### src/rtl/pipe_ctrl_pkg.sv
// Shared definitions for the pipe_ctrl_v2 pipeline controller.
// Holds the opcode map, ALU/ImmSrc/ResultSrc encodings, the stage payload
// structs and the branch-condition helper used in E.
package pipe_ctrl_pkg;

  localparam logic [6:0] OP_LOAD   = 7'b0000011;
  localparam logic [6:0] OP_STORE  = 7'b0100011;
  localparam logic [6:0] OP_RTYPE  = 7'b0110011;
  localparam logic [6:0] OP_IALU   = 7'b0010011;
  localparam logic [6:0] OP_BRANCH = 7'b1100011;
  localparam logic [6:0] OP_JAL    = 7'b1101111;
  localparam logic [6:0] OP_JALR   = 7'b1100111;
  localparam logic [6:0] OP_LUI    = 7'b0110111;
  localparam logic [6:0] OP_AUIPC  = 7'b0010111;

  typedef enum logic [3:0] {
    ALU_ADD   = 4'b0000,
    ALU_SUB   = 4'b0001,
    ALU_AND   = 4'b0010,
    ALU_OR    = 4'b0011,
    ALU_XOR   = 4'b0100,
    ALU_SLT   = 4'b0101,
    ALU_SLTU  = 4'b0110,
    ALU_SLL   = 4'b0111,
    ALU_SRL   = 4'b1000,
    ALU_SRA   = 4'b1001,
    ALU_PASSB = 4'b1010
  } alu_op_t;

  typedef enum logic [2:0] {
    IMM_I = 3'b000,
    IMM_S = 3'b001,
    IMM_B = 3'b010,
    IMM_J = 3'b011,
    IMM_U = 3'b100
  } imm_src_t;

  typedef enum logic [1:0] {
    RES_ALU = 2'b00,
    RES_MEM = 2'b01,
    RES_PC4 = 2'b10
  } result_src_t;

  // D->E payload. ALU control is carried at its 4-bit native width and
  // zero-extended at the output port.
  typedef struct packed {
    logic       reg_write;
    logic [1:0] result_src;
    logic       mem_write;
    logic       jump;
    logic       branch;
    logic [3:0] alu_ctrl;
    logic       alu_src_a;
    logic       alu_src_b;
    logic       pc_target_src;
    logic [2:0] funct3;
    logic       illegal;
  } ctrl_e_t;

  typedef struct packed {
    logic       reg_write;
    logic       mem_write;
    logic [1:0] result_src;
    logic [2:0] funct3;
    logic       illegal;
  } ctrl_m_t;

  typedef struct packed {
    logic       reg_write;
    logic [1:0] result_src;
    logic       illegal;
  } ctrl_w_t;

  // Branch condition selected by the funct3 carried into E. The 010/011
  // codes never reach here as branches (decoded illegal, Branch forced 0).
  function automatic logic branch_taken(input logic [2:0] f3, input logic zero,
                                        input logic lt, input logic ltu);
    logic t;
    case (f3)
      3'b000:  t = zero;
      3'b001:  t = !zero;
      3'b100:  t = lt;
      3'b101:  t = !lt;
      3'b110:  t = ltu;
      3'b111:  t = !ltu;
      default: t = 1'b0;
    endcase
    return t;
  endfunction

endpackage

### src/rtl/pipe_ctrl_dec.sv
// D-stage decoder for pipe_ctrl_v2. Purely combinational.
// Ports:
//   op, funct3, funct7b5 : instruction fields in D
//   ctrl                 : control payload loaded into the E register
//   imm_src              : immediate format for the D-stage extender
module pipe_ctrl_dec
  import pipe_ctrl_pkg::*;
#(
  parameter bit EN_JALR  = 1'b1,
  parameter bit EN_UPPER = 1'b1
) (
  input  logic [6:0] op,
  input  logic [2:0] funct3,
  input  logic       funct7b5,
  output ctrl_e_t    ctrl,
  output logic [2:0] imm_src
);

  alu_op_t alu_op;
  logic    legal;

  // ALU op for R-type and I-type ALU instructions. Bit 30 selects sub only
  // for R-type (it is part of the immediate for addi) but selects sra for
  // both R-type and srai.
  always_comb begin
    alu_op = ALU_ADD;
    case (funct3)
      3'b000:  alu_op = (funct7b5 && (op == OP_RTYPE)) ? ALU_SUB : ALU_ADD;
      3'b001:  alu_op = ALU_SLL;
      3'b010:  alu_op = ALU_SLT;
      3'b011:  alu_op = ALU_SLTU;
      3'b100:  alu_op = ALU_XOR;
      3'b101:  alu_op = funct7b5 ? ALU_SRA : ALU_SRL;
      3'b110:  alu_op = ALU_OR;
      default: alu_op = ALU_AND;
    endcase
  end

  always_comb begin
    ctrl        = '0;
    ctrl.funct3 = funct3;
    imm_src     = IMM_I;
    legal       = 1'b1;
    case (op)
      OP_LOAD: begin
        ctrl.reg_write  = 1'b1;
        ctrl.result_src = RES_MEM;
        ctrl.alu_src_b  = 1'b1;
        legal           = (funct3 == 3'b010);
      end
      OP_STORE: begin
        ctrl.mem_write = 1'b1;
        ctrl.alu_src_b = 1'b1;
        imm_src        = IMM_S;
        legal          = (funct3 == 3'b010);
      end
      OP_RTYPE: begin
        ctrl.reg_write = 1'b1;
        ctrl.alu_ctrl  = alu_op;
      end
      OP_IALU: begin
        ctrl.reg_write = 1'b1;
        ctrl.alu_src_b = 1'b1;
        ctrl.alu_ctrl  = alu_op;
      end
      OP_BRANCH: begin
        ctrl.branch   = 1'b1;
        ctrl.alu_ctrl = ALU_SUB;
        imm_src       = IMM_B;
        legal         = (funct3 != 3'b010) && (funct3 != 3'b011);
      end
      OP_JAL: begin
        ctrl.jump       = 1'b1;
        ctrl.reg_write  = 1'b1;
        ctrl.result_src = RES_PC4;
        imm_src         = IMM_J;
      end
      OP_JALR: begin
        ctrl.jump          = 1'b1;
        ctrl.reg_write     = 1'b1;
        ctrl.result_src    = RES_PC4;
        ctrl.alu_src_b     = 1'b1;
        ctrl.pc_target_src = 1'b1;
        legal              = EN_JALR;
      end
      OP_LUI: begin
        ctrl.reg_write = 1'b1;
        ctrl.alu_src_b = 1'b1;
        ctrl.alu_ctrl  = ALU_PASSB;
        imm_src        = IMM_U;
        legal          = EN_UPPER;
      end
      OP_AUIPC: begin
        ctrl.reg_write = 1'b1;
        ctrl.alu_src_a = 1'b1;
        ctrl.alu_src_b = 1'b1;
        imm_src        = IMM_U;
        legal          = EN_UPPER;
      end
      default: legal = 1'b0;
    endcase

    // An illegal instruction may not change architectural state or redirect
    // fetch; the remaining fields flow through as decoded.
    if (!legal) begin
      ctrl.reg_write = 1'b0;
      ctrl.mem_write = 1'b0;
      ctrl.branch    = 1'b0;
      ctrl.jump      = 1'b0;
      ctrl.illegal   = 1'b1;
    end
  end

endmodule

### src/rtl/pipe_ctrl_v2.sv
// 5-stage RV32I pipeline controller: decodes in D and carries control
// through the D->E, E->M and M->W registers.
// Ports:
//   clk, reset            : clock, synchronous active-low reset
//   op/funct3/funct7b5    : D-stage instruction fields
//   ZeroE/LtE/LtuE        : ALU flags for branch resolution in E
//   StallE/FlushE         : hazard-unit hold / bubble for the E stage
//   ImmSrcD               : D-stage immediate format
//   *E outputs            : E-stage ALU/operand/redirect controls
//   *M outputs            : M-stage write enables and access size
//   *W outputs            : W-stage result select, write enable, illegal
//   IllegalSeen           : sticky, set once an illegal instruction retires
module pipe_ctrl_v2
  import pipe_ctrl_pkg::*;
#(
  parameter int ALUC_W   = 4,
  parameter bit EN_JALR  = 1'b1,
  parameter bit EN_UPPER = 1'b1
) (
  input  logic              clk,
  input  logic              reset,
  input  logic [6:0]        op,
  input  logic [2:0]        funct3,
  input  logic              funct7b5,
  input  logic              ZeroE,
  input  logic              LtE,
  input  logic              LtuE,
  input  logic              StallE,
  input  logic              FlushE,
  output logic [2:0]        ImmSrcD,
  output logic [ALUC_W-1:0] ALUControlE,
  output logic              ALUSrcAE,
  output logic              ALUSrcBE,
  output logic              PCSrcE,
  output logic              PCTargetSrcE,
  output logic              ResultSrcE0,
  output logic              RegWriteM,
  output logic              MemWriteM,
  output logic [2:0]        Funct3M,
  output logic [1:0]        ResultSrcW,
  output logic              RegWriteW,
  output logic              IllegalW,
  output logic              IllegalSeen
);

  ctrl_e_t ctrl_d;
  ctrl_e_t ctrl_e;
  ctrl_m_t ctrl_m;
  ctrl_m_t m_next;
  ctrl_w_t ctrl_w;
  logic    illegal_seen;

  pipe_ctrl_dec #(
    .EN_JALR (EN_JALR),
    .EN_UPPER(EN_UPPER)
  ) u_dec (
    .op      (op),
    .funct3  (funct3),
    .funct7b5(funct7b5),
    .ctrl    (ctrl_d),
    .imm_src (ImmSrcD)
  );

  // Flush wins over stall: E takes the bubble and the instruction that was
  // in E moves on to M.
  always_ff @(posedge clk) begin
    if (!reset) begin
      ctrl_e <= '0;
    end else if (FlushE) begin
      ctrl_e <= '0;
    end else if (!StallE) begin
      ctrl_e <= ctrl_d;
    end
  end

  // While E is held, M must not see the held instruction twice.
  always_comb begin
    m_next = '0;
    if (!(StallE && !FlushE)) begin
      m_next.reg_write  = ctrl_e.reg_write;
      m_next.mem_write  = ctrl_e.mem_write;
      m_next.result_src = ctrl_e.result_src;
      m_next.funct3     = ctrl_e.funct3;
      m_next.illegal    = ctrl_e.illegal;
    end
  end

  always_ff @(posedge clk) begin
    if (!reset) begin
      ctrl_m <= '0;
      ctrl_w <= '0;
    end else begin
      ctrl_m <= m_next;
      ctrl_w <= '{reg_write:  ctrl_m.reg_write,
                  result_src: ctrl_m.result_src,
                  illegal:    ctrl_m.illegal};
    end
  end

  always_ff @(posedge clk) begin
    if (!reset) begin
      illegal_seen <= 1'b0;
    end else if (ctrl_w.illegal) begin
      illegal_seen <= 1'b1;
    end
  end

  assign ALUControlE  = ALUC_W'(ctrl_e.alu_ctrl);
  assign ALUSrcAE     = ctrl_e.alu_src_a;
  assign ALUSrcBE     = ctrl_e.alu_src_b;
  assign PCTargetSrcE = ctrl_e.pc_target_src;
  assign ResultSrcE0  = ctrl_e.result_src[0];
  // A bubble has branch = jump = 0, so PCSrcE is quiet for it.
  assign PCSrcE       = (ctrl_e.branch & branch_taken(ctrl_e.funct3, ZeroE, LtE, LtuE))
                        | ctrl_e.jump;
  assign RegWriteM    = ctrl_m.reg_write;
  assign MemWriteM    = ctrl_m.mem_write;
  assign Funct3M      = ctrl_m.funct3;
  assign ResultSrcW   = ctrl_w.result_src;
  assign RegWriteW    = ctrl_w.reg_write;
  assign IllegalW     = ctrl_w.illegal;
  assign IllegalSeen  = illegal_seen;

endmodule

### config.mk
export PLATFORM = sky130hd
export DESIGN_NAME = pipe_ctrl_v2
export DESIGN_NICKNAME = d
export VERILOG_FILES = /design/src/rtl/pipe_ctrl_pkg.sv /design/src/rtl/pipe_ctrl_dec.sv /design/src/rtl/pipe_ctrl_v2.sv
export SDC_FILE = /design/constraint.sdc
export NUM_CORES = 1
export LEC_CHECK = 0
export ABC_AREA = 1
export ABC_CLOCK_PERIOD_IN_PS = 2100
export BUFFER_PORTS_ARGS = -buffer_cell sky130_fd_sc_hd__buf_2
export CORE_ASPECT_RATIO = 0.5
export CORE_MARGIN = 4
export CORE_UTILIZATION = 30
export DETAILED_ROUTE_END_ITERATION = 8
export SLEW_MARGIN = 20
export SYNTH_ARGS = -nofsm -noshare
export SYNTH_HDL_FRONTEND = slang
export SYNTH_SLANG_ARGS = --single-unit
### constraint.sdc
create_clock -name clk -period 2.1 [get_ports clk]
set_input_delay 0.105 -clock clk [delete_from_list [all_inputs] [get_ports clk]]
set_output_delay 0.105 -clock clk [all_outputs]
set_load 0.01 [all_outputs]
==> results of run 1 <==
## registers in the layout, indices dropped and copies added (netlist names)
signal,flops
IllegalSeen,1
ctrl_e,9
RegWriteM,1
Funct3M,3
ctrl_m,3
ALUSrcAE,1
ALUControlE,4
RegWriteW,1
ALUSrcBE,1
ResultSrcE0,1
IllegalW,1
ResultSrcW,2
PCTargetSrcE,1
MemWriteM,1
## per-stage QoR
step / worst slack, ns / power [W]
floorplan: 1.11 / 0.000675
global placement: 0.713 / 0.000712
detailed placement: 0.671 / 0.000713
CTS: 0.623 / 0.00129
global route: 0.500 / 0.00134
finish: 0.647 / 0.00128
## layout by cell type, fill, tap and decap left out
master,count
dfxtp_1,30
nand3_1,9
nand4_1,1
nand3_2,3
mux2i_1,1
o22ai_1,1
bufinv_16,1
a21o_1,1
nor3_1,2
buf_2,39
nand2_4,1
nor2_4,1
nand2_1,31
a211oi_1,2
nor3_2,1
nor2_2,3
inv_1,21
o21ai_2,1
nand3b_1,1
nor3b_1,1
nand2_2,4
clkbuf_8,6
o21ai_1,4
o21ai_0,10
nor2_8,1
a21oi_1,15
nor2_1,19
inv_2,6
o211ai_1,2
a31oi_1,1
## cell families (layout without fill, tap and decap cells)
kind of cell | Yosys count | after routing | synth area share (%)
simple gates | 78 | 78 | 28.2
buf+inv | 39 | 73 | 12.9
compound gates | 37 | 37 | 14.7
flops | 30 | 30 | 43.4
mux | 1 | 1 | 0.723
## per-layer routing
layer	track usage (%)	vias to the layer above	part of all wire, %
li1	-	652	-
met1	13.0	533	50
met2	16.3	29	44
met3	3.13	5	5.0
met4	4.55	0	1.6
met5	0	-	0
## power by group through the flow
stage	clock [W]	combinational, W	sequential, W
after floorplan	0	0.0000758	0.000600
after global placement	0	0.000113	0.000598
after detailed placement	0	0.000115	0.000598
after CTS	0.000588	0.000115	0.000586
after global routing	0.000622	0.000130	0.000587
final	0.000577	0.000115	0.000586
## critical path: stages (launching register included)
cell and delay [ns]:
dfxtp_1 0.35, mux2i_1 0.22, nor2_1 0.06, o21ai_0 0.18, a21o_1 0.14, buf_2 0.12
## layout make-up
class | instances | area (um^2)
fill | 474 | 2740
multi-input combinational | 116 | 604
sequential | 30 | 601
timing repair buffer | 39 | 195
inverter | 27 | 101
clock buffer | 6 | 82.6
tap | 57 | 71.3
clock inverter | 1 | 30.0
## worst paths after layout
path                        end  slack (ns)  depth (start not counted)
hold / removal    ResultSrcW[0]         0.1                          3
hold reg to reg   ResultSrcW[0]        0.41                          2
setup / recovery         PCSrcE        0.65                          5
setup reg to reg    ResultSrcE0        1.43                          2
==> summary.md, run 1 <==
| Metric | Value |
|---|---|
| Status | completed |
| Worst R2R Start | ResultSrcE0 |
| Drc violations | 0 |
| CP required | 2.00 ns |
| H-tree Lvls | 2 |
| RePlAce Congestion | 0.760 |
| Combinational share of power | 9.0% |
| Max IR drop VDD | 0.307 mV |
| Die width | 104 um |
| Cell area after layout | 1690 um^2 |
| Final TNS setup | 0 ns |
| Post-synth top area share | 43.4% |
| Main area contributors after synthesis | dfxtp_1, nand2_1, inv_1 |
| Synth cell types | 30 |
| Hold_buf cts | 0 |
| Clk slew on worst S/H paths | 0.06 ns |
| Reg power frac | 45.9% |
| Clock tree from TritonCTS | done |
| Cell Count, Final, Fillers Out | 276 |
| Kind of critical path | reg -> out |
| EDFF count, synth | 0 |
| CP endpoint kind | output port |
| TritonCTS Buffers | 5 |
| # placed instances | 269 |
| Via density | 4.42 |
| Placed inst area | 1570 um^2 |
| Layout area overhead | 21.8% |
| Worst-Skew Late Latency | 0.27 ns |
| Layout Nets | 237 |
| FF+latch count, synth | 30 |
| Root Driver | clkbuf_8 |
| Via count | 1219 |
| Initial antenna violation count | 0 |
| Grt ovf | 0 |
| Setup Viol. Count Final | 0 |
| Hold Path Class | in -> reg |
| Tmin final | 1.45 ns |
| Die height | 56.0 um |
| Max-slew violations | 0 |
| Post-synth ARST share | 0% |
| Global router's overall resource usage | 10.3% |
| Cell Int Power | 0.00100 W |
| Final design utilization | 38.1% |
| Final Hold Vio Count | 0 |
| Critical path fanouts, max | 2 |
| Mapped Area | 1380 um^2 |
| Avg Inst Size Synth | 7.48 um^2 |
| Mapped Cells | 185 |
| Cell Pwr Density | 758 nW/um^2 |
| Hold_sp | reset |
| Sequential area share after synthesis | 43.4% |
| Ports | 40 |
| Post-CTS Setup Inserts | 0 |
| Layout cells sized above 1 | 30.6% |
| Sw Share | 21.7% |
| Critical path arrival | 1.35 ns |
| CTS Buffer Depth | 2 |
| Starting density of the core | 31.3% |
| ANT nets after route | 0 |
| RSZ-0062 raised after global routing | no |
| Main flop type after synthesis | dfxtp_1 |
| Post-CTS sizing | 0 |
| Die Area | 5830 um^2 |
| Worst setup path startpoint | ctrl_e[3] |
| Synth top cells by count | nand2_1, dfxtp_1, inv_1 |
| Wire per inst | 10.2 um |
| WHS | 0.0972 ns |
| Synth Warn # | 0 |
| Largest net degree at the start of global routing | 21 |
| # port buffers | 39 |
| Max cap viols | 0 |
| Clock Sinks | 30 |
| Rows | 17 |
| Most common cell in the netlist | nand2_1 |
| Max Freq | 688 MHz |
| Area leader, netlist | dfxtp_1 |
| DR pass1 iterations | 4 |
| Worst Skew | 0.00306 ns |
| Number of diodes | 0 |
| Clock power frac | 45.2% |
| Leak | 0.844 nW |
| Drt initial violations | 46 |
| Crit share post-route | 69.2% |
| Final HPWL from detailed placement | 2190 um |
| Post-synth net total | 203 |
| CP Launch Type | register |
| First-pass GRT wire length | 4870 um |
| Actual slew at the worst max-slew pin | 0.743 ns |
| WL final | 2820 um |
| Slew Limit Headroom | 50.3% |
| Sw power | 0.000277 W |
| Core area | 4420 um^2 |
| Vias in the first global route | 1112 |
No activity file was read; power rests on OpenSTA's default activity.
==> inputs of run 2 (changes only) <==
ABC_AREA = 0   (was 1)
ABC_CLOCK_PERIOD_IN_PS = 1300   (was 2100)
clock period = 1.3 ns   (was 2.1 ns; I/O delays follow)
==> run 2 against run 1 <==
The flow now finishes with violations (negative setup slack). Worst setup slack worse by 0.75 ns. Clock skew up 0.0014 ns. Synthesized area up 4.4%. Sequential share of layout area down 2.2 points. Total power up 48%. Combinational power up 84%. Register-to-register slack worse by 0.89 ns. Worst hold slack worse by 0.024 ns. Core utilization up 1.6 points. Synthesized cell count down 13%. Largest cell class unchanged. Highest routed layer unchanged.
==> summary.md, run 2 <==
| Metric | Value |
|---|---|
| Number of diodes | 0 (unchanged) |
| FF+latch count, synth | 30 (unchanged) |
| Most common cell in the netlist | dfxtp_1 (was nand2_1) |
| Drc violations | 0 (unchanged) |
| # placed instances | 261 (was 269) |
| Global router's overall resource usage | 10.5% (was 10.3%) |
| WL final | 3040 um (was 2820 um) |
| Synth Warn # | 0 (unchanged) |
| Cell Int Power | 0.00146 W (was 0.00100 W) |
| Crit path depth | 5 (unchanged) |
| # port buffers | 39 (unchanged) |
| Wire per inst | 11.3 um (was 10.2 um) |
| Die width | 106 um (was 104 um) |
| Final HPWL from detailed placement | 2410 um (was 2190 um) |
| Largest family of logic cells by synthesized area | simple AND/OR/NAND/NOR gates (unchanged) |
| CP Capture Point | PCSrcE (unchanged) |
| Status | complete, but fails checks (was completed) |
| Rows | 17 (unchanged) |
| Core area | 4530 um^2 (was 4420 um^2) |
| Hold_buf cts | 0 (unchanged) |
| Sw Share | 23.2% (was 21.7%) |
| ANT nets after route | 0 (unchanged) |
| Root Driver | clkbuf_8 (unchanged) |
| Simple-gate share of the synthesized area | 29.1% (was 28.2%) |
| Clock Sinks | 30 (unchanged) |
| Ports | 40 (unchanged) |
| Max-slew violations | 0 (unchanged) |
| Final Hold Vio Count | 0 (unchanged) |
| Post-Synth Adder-Cell Area | 0% (unchanged) |
| Main area contributors after synthesis | dfxtp_1, and2_1, buf_4 (was dfxtp_1, nand2_1, inv_1) |
| Critical path buffers and inverters | 1 (unchanged) |
| EDFF count, synth | 0 (unchanged) |
| Via count | 1214 (was 1219) |
| Worst setup path startpoint | ctrl_e[3] (unchanged) |
| Clock power frac | 39.3% (was 45.2%) |
| Die height | 57.1 um (was 56.0 um) |
| CP required | 1.24 ns (was 2.00 ns) |
| Crit share post-route | 108% |
| Most frequent cells in the layout | buf_2, dfxtp_1, nand2_1, and2_1 (was buf_2, nand2_1, dfxtp_1, inv_1, nor2_1) |
| Placed inst area | 1710 um^2 (was 1570 um^2) |
| Clk slew on worst S/H paths | 0.06 ns (about the same) |
| CP Launch Type | register (unchanged) |
| Actual slew at the worst max-slew pin | 0.366 ns (was 0.743 ns) |
| Max FFs per register | 9 (unchanged) |
| Drt initial violations | 47 (was 46) |
| Area leader, netlist | dfxtp_1 (unchanged) |
| Compound-gate portion of the synthesized area | 14.5% (was 14.7%) |
| Leak | 0.784 nW (was 0.844 nW) |
| Setup ws final | -0.107 ns (was 0.647 ns) |
| Total Power | 0.00189 W (was 0.00128 W) |
| Grt ovf | 0 (unchanged) |
| WHS | 0.0735 ns (was 0.0972 ns) |
| XOR/XNOR share of the synthesized area | 2.42% (was 0%) |
| H-tree Lvls | 2 (unchanged) |
| Worst Skew | 0.00449 ns (was 0.00306 ns) |
| Worst path max stage delay | 0.33 ns (was 0.35 ns) |
| Critical path fanouts, max | 2 (unchanged) |
| Layout Nets | 220 (was 237) |
| FF/Latch Area | 602 um^2 (was 601 um^2) |
| Cell area after layout | 1800 um^2 (was 1690 um^2) |
| Slew Limit Headroom | 75.6% (was 50.3%) |
| Mux share of post-synthesis cell area | 4.24% (was 0.723%) |
| Reg-to-Reg End | ALUControlE[0] (was ResultSrcE0) |
| Reg2Reg Depth | 2 (unchanged) |
| Sw power | 0.000439 W (was 0.000277 W) |
| Cell Count, Final, Fillers Out | 269 (was 276) |
| Post-CTS Setup Inserts | 0 (unchanged) |
| Layout cells sized above 1 | 33.0% (was 30.6%) |
| Top reg by flops | ctrl_e (unchanged) |
| Synth top cells by count | dfxtp_1, and2_1, nand2_1 (was nand2_1, dfxtp_1, inv_1) |
| Worst R2R Start | ALUControlE[0] (was ResultSrcE0) |
| Vias in the first global route | 1061 (was 1112) |
| Tmin final | 1.41 ns |
| CP endpoint kind | output port (unchanged) |
| Pre-CTS setup slack | 0.000627 ns (was 0.671 ns) |
| Mapped Area | 1450 um^2 (was 1380 um^2) |
| Setup Viol. Count Final | 1 (was 0) |
| Worst-Skew Late Latency | 0.27 ns (about the same) |
| Layout area overhead | 24.5% (was 21.8%) |
| Combinational share of power | 11.2% (was 9.0%) |
| Post-synth ARST share | 0% (unchanged) |
| Reg power frac | 49.5% (was 45.9%) |
| Initial antenna violation count | 0 (unchanged) |
| Main flop type after synthesis | dfxtp_1 (unchanged) |
| Mapped Cells | 161 (was 185) |
| Critical path arrival | 1.34 ns (was 1.35 ns) |
| CTS Buffer Depth | 2 (unchanged) |
| Sequential area share after synthesis | 41.6% (was 43.4%) |
| CP max-delay cell | dfxtp_2 (was dfxtp_1) |
| Clock tree from TritonCTS | done (unchanged) |
| RePlAce Congestion | 0.813 (was 0.760) |
| Cell Pwr Density | 1050 nW/um^2 (was 758 nW/um^2) |
| Largest net degree at the start of global routing | 16 (was 21) |
| Filler instances | 474 (unchanged) |
| Synth cell types | 46 (was 30) |
| Hold Path Class | in -> reg (unchanged) |
| Hold_sp | reset (unchanged) |
| Via density | 4.51 (was 4.42) |
| Avg Inst Size Synth | 8.98 um^2 (was 7.48 um^2) |
| FF-to-FF setup slack | 0.54 ns (was 1.43 ns) |
| Post-synth net total | 179 (was 203) |
| Max IR drop VDD | 0.398 mV (was 0.307 mV) |
| Post-synth top area share | 41.6% (was 43.4%) |
| CP cell instances | mux2i_1 > xor2_1 > o21ai_1 > a21o_1 > buf_2 (was mux2i_1 > nor2_1 > o21ai_0 > a21o_1 > buf_2) |
| Failing checks | negative setup slack |
| Leading cell type in the layout, fill and taps excluded | buf_2 (unchanged) |
| TritonCTS Buffers | 5 (unchanged) |
| Max cap viols | 0 (unchanged) |
| Die Area | 6060 um^2 (was 5830 um^2) |
| Starting density of the core | 31.9% (was 31.3%) |
| DR pass1 iterations | 4 (unchanged) |
| RSZ-0062 raised after global routing | yes (was no) |
| Area of the multi-input gates | 727 um^2 (was 604 um^2) |
| First-pass GRT wire length | 5110 um (was 4870 um) |
| CP delay by family, top | flip-flops (unchanged) |
| Max Freq | 710 MHz |
| Kind of critical path | reg -> out (unchanged) |
## run 2: changes by cell type in the layout (fill, tap and decap cells not counted), moves of 4 or more
| cell | delta |
|---|---|
| nand2_2 | -4 |
| o21ai_0 | -8 |
| nand3_1 | -5 |
| buf_4 | +11 |
| nor2_1 | -8 |
| inv_2 | -6 |
| inv_1 | -16 |
| and2_1 | +13 |
| nand2_1 | -18 |
| a21oi_1 | -6 |
| mux2i_1 | +4 |
## run 2: worst min-delay path by stage
stage	to	slack [ns]	depth (start not counted)
after floorplan	ImmSrcD[0]	0.18	1
after global placement	IllegalSeen	0.36	2
after detailed placement	IllegalSeen	0.36	2
after CTS	IllegalSeen	0.07	2
after global routing	IllegalSeen	0.07	2
final	IllegalSeen	0.07	2
## run 2: kinds of logic (layout without fill, tap and decap cells)
family,count (synthesis),count (layout)
simple gates,70,70
compound gates,30,30
flops,30,30
buf+inv,21,63
mux,6,6
xor+xnor,4,4
## run 2: final cells by class
| type | count | area share (%) |
|---|---|---|
| clock buffers | 7 | 4.80 |
| clock inverters | 1 | 0.278 |
| multi-input cells | 110 | 40.4 |
| well taps | 66 | 4.59 |
| flip-flops and latches | 30 | 33.4 |
| repair buffers | 50 | 15.4 |
| inverters | 5 | 1.04 |
## run 2: per-stage QoR
step / util (%) / setup TNS, ns
floorplan: - / 0
global placement: 37.7 / -0.00611
detailed placement: 37.7 / 0
CTS: 39.7 / -0.136
global route: 39.7 / -0.175
finish: 39.7 / -0.107
## run 2: routing by layer
layer,GRT usage (%),vias up,share of wire (%)
met5,0,-,0
met4,3.32,0,0.92
met3,3.73,2,4.5
met2,15.1,28,44
met1,14.6,551,50
li1,-,633,-
## run 2: power groups by stage
stage	Combinational (W)	Sequential [W]	Clock, W
final	0.000212	0.000937	0.000745
after global routing	0.000235	0.000938	0.000827
after CTS	0.000213	0.000937	0.000772
after detailed placement	0.000211	0.000957	0
after global placement	0.000210	0.000957	0
after floorplan	0.000128	0.000958	0
## run 2: repair_timing
item | in CTS | in global routing
endpoints found under the setup margin | 1 | 1
pin swaps | 3 | 1
gates resized for setup | 2 | 0
==> inputs of run 3 (changes only) <==
ABC_CLOCK_PERIOD_IN_PS = 1200   (was 1300)
clock period = 1.2 ns   (was 1.3 ns; I/O delays follow)
==> run 3 against run 2 <==
Clock power up 7.9%. Final cell count up 5.6%. Critical path depth unchanged. Clock-buffer cell count unchanged. The flow still finishes with violations (negative setup slack). Critical endpoint unchanged. Non-clock buffer count up 15. Worst setup slack worse by 0.13 ns. Total power up 10%. Sequential share of layout area down 2.1 points. Via count up 3.7%. Worst hold slack worse by 0.0033 ns.
==> summary.md, run 3 (same netlist as run 2, synthesis figures left out) <==
| Metric | Value |
|---|---|
| Status | complete, but fails checks (unchanged) |
| Failing checks | negative setup slack (unchanged) |
| Cell Pwr Density | 1090 nW/um^2 (was 1050 nW/um^2) |
| Leading cell type in the layout, fill and taps excluded | buf_2 (unchanged) |
| Vias in the first global route | 1221 (was 1061) |
| Max-slew violations | 0 (unchanged) |
| Clock tree from TritonCTS | done (unchanged) |
| CP max-delay cell | dfxtp_2 (unchanged) |
| Leak | 0.860 nW (was 0.784 nW) |
| Top reg by flops | ctrl_e (unchanged) |
| Worst Skew | 0.00770 ns (was 0.00449 ns) |
| Grt ovf | 0 (unchanged) |
| Reg-to-Reg End | ctrl_e[3] (was ALUControlE[0]) |
| Drt initial violations | 28 (was 47) |
| Global router's overall resource usage | 11.5% (was 10.5%) |
| Hold Crit Depth | 2 (unchanged) |
| Largest net degree at the start of global routing | 13 (was 16) |
| Max Freq | 696 MHz |
| Most frequent cells in the layout | buf_2, dfxtp_1, buf_4, nand2_1, and2_1 (was buf_2, dfxtp_1, nand2_1, and2_1) |
| First-pass GRT wire length | 5640 um (was 5110 um) |
| Crit share post-route | 120% |
| Max IR drop VDD | 0.347 mV (was 0.398 mV) |
| Ports | 40 (unchanged) |
| Starting density of the core | 31.9% (unchanged) |
| Drc violations | 0 (unchanged) |
| Final TNS setup | -0.236 ns (was -0.107 ns) |
| Via count | 1259 (was 1214) |
| CP delay by family, top | flip-flops (unchanged) |
| Kind of critical path | reg -> out (unchanged) |
| Root Driver | clkbuf_8 (unchanged) |
| DR pass1 iterations | 4 (unchanged) |
| Worst-Skew Late Latency | 0.27 ns (about the same) |
| CTS Buffer Depth | 2 (unchanged) |
| Cell area after layout | 1920 um^2 (was 1800 um^2) |
| Layout area overhead | 32.9% (was 24.5%) |
| Max cap viols | 0 (unchanged) |
| Final Hold Vio Count | 0 (unchanged) |
| CP Capture Point | PCSrcE (unchanged) |
| CP cell instances | mux2i_2 > xor2_1 > o21ai_1 > a21o_1 > buf_2 (was mux2i_1 > xor2_1 > o21ai_1 > a21o_1 > buf_2) |
| Max FFs per register | 9 (unchanged) |
| CP endpoint kind | output port (unchanged) |
| Die width | 106 um (unchanged) |
| Post-CTS Setup Inserts | 0 (unchanged) |
| Setup Viol. Count Final | 1 (unchanged) |
| Actual slew at the worst max-slew pin | 0.400 ns (was 0.366 ns) |
| Tmin final | 1.44 ns |
| Final HPWL from detailed placement | 2560 um (was 2410 um) |
| Worst path max stage delay | 0.35 ns (was 0.33 ns) |
| Number of diodes | 0 (unchanged) |
| ANT nets after route | 0 (unchanged) |
| Slew Limit Headroom | 73.3% (was 75.6%) |
| # port buffers | 39 (unchanged) |
| Hold_buf cts | 0 (unchanged) |
| Critical path buffers and inverters | 1 (unchanged) |
| Worst setup path startpoint | ctrl_e[3] (unchanged) |
| Die height | 57.1 um (unchanged) |
| RSZ-0062 raised after global routing | yes (unchanged) |
| Die Area | 6060 um^2 (unchanged) |
| Layout cells sized above 1 | 38.5% (was 33.0%) |
| RePlAce Congestion | 0.752 (was 0.813) |
| Rows | 17 (unchanged) |
| Initial antenna violation count | 0 (unchanged) |
| TritonCTS Buffers | 5 (unchanged) |
| Placed inst area | 1820 um^2 (was 1710 um^2) |
| H-tree Lvls | 2 (unchanged) |
| Critical path fanouts, max | 2 (unchanged) |
| Wire per inst | 11.6 um (was 11.3 um) |
| Filler instances | 477 (was 474) |
| Hold Path Class | in -> reg (unchanged) |
| Setup ws final | -0.236 ns (was -0.107 ns) |
| Layout Nets | 235 (was 220) |
| Critical path arrival | 1.38 ns (was 1.34 ns) |
| Reg2Reg Depth | 3 (was 2) |
| Core area | 4530 um^2 (unchanged) |
| CP required | 1.14 ns (was 1.24 ns) |
| Crit path depth | 5 (unchanged) |
| Clk slew on worst S/H paths | 0.06 ns (about the same) |
| FF-to-FF setup slack | 0.45 ns (was 0.54 ns) |
| Clock Sinks | 30 (unchanged) |
| Worst R2R Start | ctrl_e[3] (was ALUControlE[0]) |
| Via density | 4.43 (was 4.51) |
| WL final | 3290 um (was 3040 um) |
| CP Launch Type | register (unchanged) |
## run 3: stage by stage
step	util [%]	hold slack [ns]	std cells	setup WS (ns)	power [W]
finish	42.4	0.0702	284	-0.236	0.00208
global route	42.4	0.0784	284	-0.302	0.00220
CTS	42.2	0.0671	284	-0.251	0.00212
detailed placement	40.2	0.360	276	-0.0640	0.00130
global placement	40.2	0.350	276	-0.0449	0.00129
floorplan	-	0.166	161	0.0766	0.00118
## run 3: what timing repair did
action,in CTS,in global routing
pin swaps,3,2
setup endpoints to repair,1,2
gates resized for setup,2,2
## run 3: power by group
group / switching [W] / leakage (nW) / internal (W) / total [W]
clock network: 0.000343 / 0.0482 / 0.000461 / 0.000804
registers: 0.00000721 / 0.243 / 0.00101 / 0.00102
logic: 0.000132 / 0.569 / 0.000131 / 0.000264
total: 0.000482 / 0.860 / 0.00160 / 0.00208
## run 3: worst min path at each step
stage | slack, ns | from | end
5_1_grt | 0.08 | reset | IllegalSeen
3_5_place_dp | 0.36 | reset | IllegalSeen
3_3_place_gp | 0.35 | reset | IllegalSeen
2_1_floorplan | 0.17 | op[4] | ImmSrcD[0]
6_report | 0.07 | reset | IllegalSeen
4_1_cts | 0.07 | reset | IllegalSeen
## run 3: cell type report
class,count,area [um^2],area share [%]
clock buffers,7,86.3,4.50
multi-input cells,110,736,38.3
clock inverters,1,5.00,0.261
flip-flops and latches,30,602,31.3
repair buffers,65,390,20.3
inverters,5,18.8,0.977
well taps,66,82.6,4.30
## run 3: routing by layer
| layer | up-vias | GRT usage [%] | wire, um |
|---|---|---|---|
| li1 | 661 | - | - |
| met1 | 576 | 14.4 | 1640 |
| met2 | 17 | 19.3 | 1490 |
| met3 | 5 | 2.71 | 125 |
| met4 | 0 | 4.43 | 37 |
| met5 | - | 0 | 0 |
